File: src/rtl/seg_display_mux_pkg.sv
// seg_display_mux_pkg: segment patterns and digit slot indices shared by the display mux and decoder
package seg_display_mux_pkg;
  localparam logic [6:0] SEG_0    = 7'b1000000;
  localparam logic [6:0] SEG_1    = 7'b1111001;
  localparam logic [6:0] SEG_2    = 7'b0100100;
  localparam logic [6:0] SEG_3    = 7'b0110000;
  localparam logic [6:0] SEG_4    = 7'b0011001;
  localparam logic [6:0] SEG_5    = 7'b0010010;
  localparam logic [6:0] SEG_6    = 7'b0000010;
  localparam logic [6:0] SEG_7    = 7'b1111000;
  localparam logic [6:0] SEG_8    = 7'b0000000;
  localparam logic [6:0] SEG_9    = 7'b0010000;
  localparam logic [6:0] SEG_DASH = 7'b0111111;
  localparam logic [6:0] SEG_OFF  = 7'b1111111;
  localparam logic [1:0] DIG_SEC_LO = 2'd0;
  localparam logic [1:0] DIG_SEC_HI = 2'd1;
  localparam logic [1:0] DIG_MIN_LO = 2'd2;
  localparam logic [1:0] DIG_MIN_HI = 2'd3;
endpackage

File: src/rtl/seven_seg_decoder.sv
// seven_seg_decoder: BCD digit to active-low {g..a} segments, dash for anything above max_i
//   val_i : digit value
//   max_i : largest legal value for this digit position (5 or 9)
//   seg_o : active-low segments {g,f,e,d,c,b,a}
module seven_seg_decoder
  import seg_display_mux_pkg::*;
(
  input  logic [3:0] val_i,
  input  logic [3:0] max_i,
  output logic [6:0] seg_o
);
  always_comb begin
    seg_o = SEG_DASH;
    if (val_i <= max_i)
      case (val_i)
        4'd0: seg_o = SEG_0;
        4'd1: seg_o = SEG_1;
        4'd2: seg_o = SEG_2;
        4'd3: seg_o = SEG_3;
        4'd4: seg_o = SEG_4;
        4'd5: seg_o = SEG_5;
        4'd6: seg_o = SEG_6;
        4'd7: seg_o = SEG_7;
        4'd8: seg_o = SEG_8;
        4'd9: seg_o = SEG_9;
        default: seg_o = SEG_DASH;
      endcase
  end
endmodule

File: src/rtl/seg_display_mux.sv
// seg_display_mux: 4-digit common-anode MM:SS display multiplexer with field blink
//   clk, rst          : clock, synchronous active-high reset
//   min_high/min_low  : minutes tens (0-5) / units (0-9)
//   sec_high/sec_low  : seconds tens (0-5) / units (0-9)
//   adj, sel          : blink enable, field select (1 = minutes, 0 = seconds)
//   seg, dp, an       : active-low segments {g..a}, decimal point, digit anodes
module seg_display_mux
  import seg_display_mux_pkg::*;
#(
  parameter int REFRESH_DIV = 100000,
  parameter int BLINK_DIV   = 25000000
) (
  input  logic       clk,
  input  logic       rst,
  input  logic [2:0] min_high,
  input  logic [3:0] min_low,
  input  logic [2:0] sec_high,
  input  logic [3:0] sec_low,
  input  logic       adj,
  input  logic       sel,
  output logic [6:0] seg,
  output logic       dp,
  output logic [3:0] an
);
  localparam int RW = $clog2(REFRESH_DIV);
  localparam int BW = $clog2(BLINK_DIV);
  logic [RW-1:0] refresh_cnt_q, refresh_cnt_d;
  logic [BW-1:0] blink_cnt_q, blink_cnt_d;
  logic [1:0] idx_q, idx_d;
  logic blink_phase_q, blink_phase_d;
  logic [2:0] min_high_q, sec_high_q;
  logic [3:0] min_low_q, sec_low_q;
  logic [6:0] seg_q, seg_d;
  logic [3:0] an_q, an_d;
  logic dp_q, dp_d;
  logic refresh_wrap, blink_wrap, blank;
  logic [3:0] digit, digit_max;
  always_comb begin
    refresh_wrap  = refresh_cnt_q == RW'(REFRESH_DIV - 1);
    blink_wrap    = blink_cnt_q == BW'(BLINK_DIV - 1);
    refresh_cnt_d = refresh_wrap ? '0 : refresh_cnt_q + 1'b1;
    idx_d         = refresh_wrap ? idx_q + 2'd1 : idx_q;
    blink_cnt_d   = blink_wrap ? '0 : blink_cnt_q + 1'b1;
    blink_phase_d = blink_phase_q ^ blink_wrap;
    digit = idx_q == DIG_SEC_LO ? sec_low_q :
            idx_q == DIG_SEC_HI ? {1'b0, sec_high_q} :
            idx_q == DIG_MIN_LO ? min_low_q : {1'b0, min_high_q};
    // odd slots hold tens digits, which only go up to 5
    digit_max = idx_q[0] ? 4'd5 : 4'd9;
    // idx[1] set means a minutes slot, so it matches sel directly
    blank = adj && blink_phase_q && (sel == idx_q[1]);
    an_d  = blank ? 4'b1111 : ~(4'b0001 << idx_q);
    dp_d  = !(idx_q == DIG_MIN_LO && !blank);
  end
  seven_seg_decoder u_dec (
    .val_i(digit),
    .max_i(digit_max),
    .seg_o(seg_d)
  );
  always_ff @(posedge clk) begin
    if (rst) begin
      refresh_cnt_q <= '0;
      idx_q         <= '0;
      blink_cnt_q   <= '0;
      blink_phase_q <= 1'b0;
      min_high_q    <= '0;
      min_low_q     <= '0;
      sec_high_q    <= '0;
      sec_low_q     <= '0;
      seg_q         <= SEG_OFF;
      an_q          <= 4'b1111;
      dp_q          <= 1'b1;
    end else begin
      refresh_cnt_q <= refresh_cnt_d;
      idx_q         <= idx_d;
      blink_cnt_q   <= blink_cnt_d;
      blink_phase_q <= blink_phase_d;
      // capture all digits at once at frame end so a frame never mixes two times
      if (refresh_wrap && idx_q == DIG_MIN_HI) begin
        min_high_q <= min_high;
        min_low_q  <= min_low;
        sec_high_q <= sec_high;
        sec_low_q  <= sec_low;
      end
      seg_q <= seg_d;
      an_q  <= an_d;
      dp_q  <= dp_d;
    end
  end
  assign seg = seg_q;
  assign an  = an_q;
  assign dp  = dp_q;
endmodule

File: config.mk
export PLATFORM = sky130hd
export DESIGN_NAME = seg_display_mux
export DESIGN_NICKNAME = d
export VERILOG_FILES = /design/src/rtl/seg_display_mux_pkg.sv /design/src/rtl/seven_seg_decoder.sv /design/src/rtl/seg_display_mux.sv
export SDC_FILE = /design/constraint.sdc
export NUM_CORES = 1
export LEC_CHECK = 0
export ABC_AREA = 1
export BUFFER_PORTS_ARGS = -buffer_cell sky130_fd_sc_hd__buf_2
export CAP_MARGIN = 20
export CORE_ASPECT_RATIO = 0.9
export CORE_MARGIN = 2
export CORE_UTILIZATION = 60
export CTS_CLUSTER_SIZE = 16
export DETAILED_ROUTE_END_ITERATION = 16
export PLACE_DENSITY_LB_ADDON = 0.2
export SYNTH_ARGS = -nofsm -noshare
export SYNTH_HDL_FRONTEND = slang
export SYNTH_SLANG_ARGS = --single-unit
File: constraint.sdc
create_clock -name clk -period 2.9 [get_ports clk]
set_input_delay 0.58 -clock clk [delete_from_list [all_inputs] [get_ports clk]]
set_output_delay 0.58 -clock clk [all_outputs]
set_load 0.1 [all_outputs]
==> out/results.tsv, run 1 <==
metric	value	unit
status	finished, final reports clean	
clock_latency	350	ps
cts.sinks	71	
vdd.ir_drop.worst	0.000394	V
wl_per_cell	11.4	um
syn-num-nets	571	
syn_area_per_cell	6.90	um2
grt_use_met1	29.2	%
grt_pass1_vias	2898	
synthesis.area	0.00372	mm2
ys_ff_latch	71	
nNetsFinal	600	
diodes	0	
r2r_setup_slack	340	ps
drt_wl_total	7.32	mm
routabilityCongestion	0.855	
final_cells	644	
swShare	23.2	%
start_util	61.6	%
hold_viol_final	0	
critPathKind	reg2reg	
drc	0	
postCtsSetupBuffers	0	
drt-initial-drc-count	138	
grt_pass1_wl	12.3	mm
cp_cell_sequence	inv_1 -> ha_1 -> inv_1 -> o21ai_0 -> o21ai_2 -> inv_1 -> ha_1 -> a21oi_1 -> nand2_1 -> a21oi_1 -> nand2_1 -> nand2_2 -> nand2_1	
r2r-end	seg[5]	
finClkSkew	8.64	ps
seq_area_frac_synth	38.2	%
cpPeakStageDelay	420	ps
slowest_stage	dfxtp_1	
clock_path_buffers	2	
cts-resized-gates	0	
min_period	2560	ps
async_flop_share	0	%
numCtsBuffers	9	
path_clk_slew	70	ps
die-area	0.00685	mm2
port_buffers	29	
grt_util_met2	34.4	%
grt_max_degree	30	
drive_above_1_share	11.5	%
ys_types	31	
hold_class	in2reg	
fp.dieH	78.7	um
busiest_layer	met2	
grt_overflow	0	
slew_headroom	35.5	%
grt_antenna_before_repair	0	
critPathCaptureType	register	
worstMarginPinSlew	968	ps
crit_cells	13	
combPwrFrac	5.7	%
path_buf_inv	3	
r2r_start	idx_q[0]	
cp_top_family	compound AO/OA/AOI/OAI gates	
max_freq	391	MHz
drtPass1Iterations	4	
antenna_left	0	
p_leak	0.00168	uW
cp.required	3140	ps
die_width	87.0	um
mostFrequentLayoutCells	nand2_1 (149), nor2_1 (98), dfxtp_1 (71), inv_1 (61), a21oi_1 (30)	
ios	30	
rows	27	
root_buffer	clkbuf_8	
ff2ff_path_depth	13	
dp.cells	630	
vias	3265	
arrival	2800	ps
synth_cells	540	
internal_power	1430	uW
setup_viol	0	
p_seq_share	53.5	%
final_common_cell	nand2_1	
areaGrowthSynthToFinish	8.30	%
finalCritPeriodShare	88.2	%
final_max_slew_viol_count	0	
worst-path-max-fanout	6	
cts_tree	done	
rsz0062_at_grt	false	
ys_warn_count	0	
critPathLaunchType	register	
crit_start	idx_q[0]	
finalSetupTns	0	ps
synth_ff_type	dfxtp_1	
p_sw	430	uW
endpoint	seg[5]	
maxCapViolations	0	
p_clk_share	40.7	%
coreArea	0.00605	mm2
gr-usage-met3	6.55	%
dp.final_hpwl	5.28	mm
vias_per_cell	5.07	
cts_max_level	3	
hold_buffers	0	
powerDensity	460	mW/mm2
track_usage	22.5	%
synth_edf_count	0	
-- final cells by class --
cell class                 instances  area, um2
fill                             531       2010
tap                               72       90.1
clock inverter                     1       30.0
timing repair buffer              30        153
inverter                          64        241
clock buffer                      13        149
multi-input combinational        393       1950
sequential                        71       1420
-- power by group through the flow --
| stage | clock [uW] | sequential, uW | combinational [uW] |
|---|---|---|---|
| 2_1_floorplan | 0 | 1060 | 43.8 |
| 3_3_place_gp | 0 | 1020 | 106 |
| 3_5_place_dp | 0 | 1020 | 107 |
| 4_1_cts | 767 | 994 | 107 |
| 5_1_grt | 802 | 995 | 115 |
| 6_report | 756 | 994 | 107 |
-- stage by stage --
stage | setup slack [ps] | power [uW] | hold slack [ps] | utilization (%) | area (um2)
after floorplan | 766 | 1100 | 417 | - | 3720
after global routing | 147 | 1910 | 429 | 66.7 | 4030
final | 342 | 1860 | 425 | 66.7 | 4030
after CTS | 375 | 1870 | 413 | 66.7 | 4030
after detailed placement | 460 | 1120 | 450 | 63.7 | 3850
after global placement | 581 | 1120 | 431 | 63.7 | 3850
-- state kept, by name (all words and copies together) (netlist names) --
| register | count |
|---|---|
| an | 4 |
| blink_cnt_q | 25 |
| blink_phase_q | 1 |
| dp | 1 |
| idx_q | 2 |
| min_high_q | 3 |
| min_low_q | 4 |
| refresh_cnt_q | 17 |
| sec_high_q | 3 |
| sec_low_q | 4 |
| seg | 7 |
-- per-layer routing --
layer	vias up	share of wire, %
li1	1731	-
met1	1448	49
met2	68	44
met3	18	4.9
met4	0	2.0
met5	-	0
-- synthesized netlist by cell type, types with 2 or more instances --
| master | count | area share [%] |
|---|---|---|
| buf_2 | 4 | 0.54 |
| ha_1 | 13 | 4.4 |
| nor2_2 | 5 | 0.84 |
| nand2_1 | 149 | 15 |
| buf_8 | 2 | 0.81 |
| nand4_1 | 15 | 2.5 |
| a21oi_1 | 30 | 4.0 |
| xor2_1 | 12 | 2.8 |
| nand2_2 | 6 | 1.0 |
| o21ai_0 | 7 | 0.94 |
| nor2_1 | 98 | 9.9 |
| nand3b_1 | 4 | 0.81 |
| inv_1 | 61 | 6.1 |
| buf_6 | 3 | 0.91 |
| nand2_4 | 3 | 0.91 |
| xnor2_1 | 8 | 1.9 |
| buf_4 | 2 | 0.40 |
| inv_2 | 2 | 0.20 |
| dfxtp_1 | 71 | 38 |
| nor3_1 | 4 | 0.54 |
| nor2_4 | 4 | 1.2 |
| or2_0 | 3 | 0.50 |
| nand3_1 | 26 | 3.5 |
-- cells by family (layout without fill, tap and decap cells) --
family                   count (synthesis)  count (layout)  synth area share [%]
AND/OR/NAND/NOR                        320             320                  37.6
adder cells (fa/ha/maj)                 13              13                  4.37
buffers and inverters                   76             108                  9.51
AO/OA/AOI/OAI                           40              40                  5.61
flip-flops                              71              71                  38.2
XOR/XNOR                                20              20                  4.70
-- worst min-delay path by stage --
stage,from,end,slack (ps),cells past startpoint
floorplan,refresh_cnt_q[0],refresh_cnt_q[0],420,1
global placement,blink_cnt_q[0],blink_cnt_q[0],430,1
detailed placement,refresh_cnt_q[0],refresh_cnt_q[0],450,1
CTS,rst,blink_phase_q,410,2
global route,rst,blink_phase_q,430,2
finish,rst,blink_phase_q,420,2
Note: power is estimated with default switching activity, not from simulation.
==> inputs of run 2 (changes only) <==
Settings changed: PLACE_DENSITY set to 0.8, PLACE_DENSITY_LB_ADDON 0.2 to unset.
==> run 2 against run 1 <==
Effect of this change: cell area is 1.1% higher; largest power group unchanged; via count grew 1.8%; critical path depth unchanged; count of clock-buffer cells in the layout is the same; sequential power is essentially flat; register-to-register slack better by 60 ps; cell count grew 0.31%; maximum frequency increased by 2.4%; first-iteration DRC count stayed put; utilization is 0.74 points higher; clock power up 17%.
==> out/results.tsv, run 2 (synthesis results as in run 1) <==
metric	value	unit
clock_latency	350	ps
drt_wl_total	7.33	mm
critPathCaptureType	register	
worstMarginPinSlew	949	ps
grt_pass1_wl	12.5	mm
grt_pass1_vias	2947	
rows	27	
clock_path_buffers	2	
final_common_cell	nand2_1	
drive_above_1_share	12.0	%
final_max_slew_viol_count	0	
cts-resized-gates	0	
maxCapViolations	0	
setup_viol	0	
track_usage	22.9	%
final_core_util	67.4	%
cts_tree	done	
largest_reg_flops	25	
p_leak	0.00171	uW
drtPass1Iterations	4	
vias	3323	
critPathLaunchType	register	
powerDensity	486	mW/mm2
nNetsFinal	600	
min_period	2500	ps
top_register	blink_cnt_q	
path_clk_slew	70	ps
numCtsBuffers	9	
status	finished, final reports clean	
ios	30	
die_width	87.0	um
root_buffer	clkbuf_8	
cp_cell_sequence	inv_1 -> ha_1 -> inv_1 -> o21ai_0 -> o21ai_2 -> inv_1 -> ha_1 -> a21oi_1 -> nand2_1 -> a21oi_1 -> nand2_1 -> nand2_2 -> nand2_1	
hold_class	in2reg	
die-area	0.00685	mm2
finalCritPeriodShare	86.2	%
grt_max_degree	30	
port_buffers	29	
wl_per_cell	11.3	um
slowest_stage	dfxtp_1	
postCtsSetupBuffers	0	
vias_per_cell	5.14	
drt-initial-drc-count	138	
finalSetupTns	0	ps
areaGrowthSynthToFinish	9.51	%
rsz0062_at_grt	false	
drc	0	
cts.sinks	71	
cpPeakStageDelay	410	ps
max_freq	400	MHz
coreArea	0.00605	mm2
mostFrequentLayoutCells	nand2_1 (149), nor2_1 (98), dfxtp_1 (71), inv_1 (61), a21oi_1 (30)	
arrival	2740	ps
start_util	61.6	%
dp.final_hpwl	5.38	mm
diodes	0	
hold_buffers	0	
cp.required	3140	ps
cts_max_level	3	
finClkSkew	9.68	ps
fillers	518	
fp.dieH	78.7	um
routabilityCongestion	0.835	
slew_headroom	36.8	%
grt_antenna_before_repair	0	
worst-path-max-fanout	6	
critPathKind	reg2reg	
vdd.ir_drop.worst	0.000480	V
hold_viol_final	0	
antenna_left	0	
grt_overflow	0	
-- run 2: cell count changes in the layout (fill, tap and decap cells not counted), sizes merged --
cell / change
clkinv: +1
bufinv: +1
-- run 2: where the power goes --
group	switching (uW)	internal (uW)
clock network	352	531
registers	5.40	988
logic	81.6	25.4
-- run 2: path summary, 6_finish.rpt --
kind,from,endpoint,slack [ps],cells after the start
max,idx_q[0],seg[1],400,13
min,rst,blink_phase_q,440,2
max reg2reg,idx_q[0],seg[1],400,13
min reg2reg,refresh_cnt_q[0],refresh_cnt_q[0],450,1
-- run 2: layer usage --
| layer | GRT usage (%) | part of all wire, % |
|---|---|---|
| met2 | 36.2 | 45 |
| met4 | 8.13 | 1.8 |
| met3 | 6.96 | 4.6 |
| met5 | 0 | 0 |
| met1 | 29.7 | 48 |
-- run 2: cell type report --
class                           count  area [um2]  area share, %
Inverter                           64         241           5.92
Timing Repair Buffer               30         153           3.74
Clock buffer                       13         159           3.90
Sequential cell                    71        1420           34.9
Tap cell                           72        90.1           2.21
Multi-Input combinational cell    393        1950           47.8
Clock inverter                      3        65.1           1.60
-- run 2: critical path: cells and delay by family, from the launching register on --
kind	cells	cell delay (ps)
and+or+nand+nor	4	400
adders and majority gates	2	580
buffers and inverters	3	350
DFF	1	410
AOI/OAI and AO/OA	4	650
-- run 2: through the flow --
step                instances  setup WS, ps  hold slack [ps]  area (um2)  power (uW)
floorplan                 540           766              417        3720        1100
detailed placement        630           493              441        3850        1120
global route              646           106              426        4080        2060
finish                    646           401              443        4080        1980
CTS                       646           403              425        4080        2000
global placement          630           585              430        3850        1120
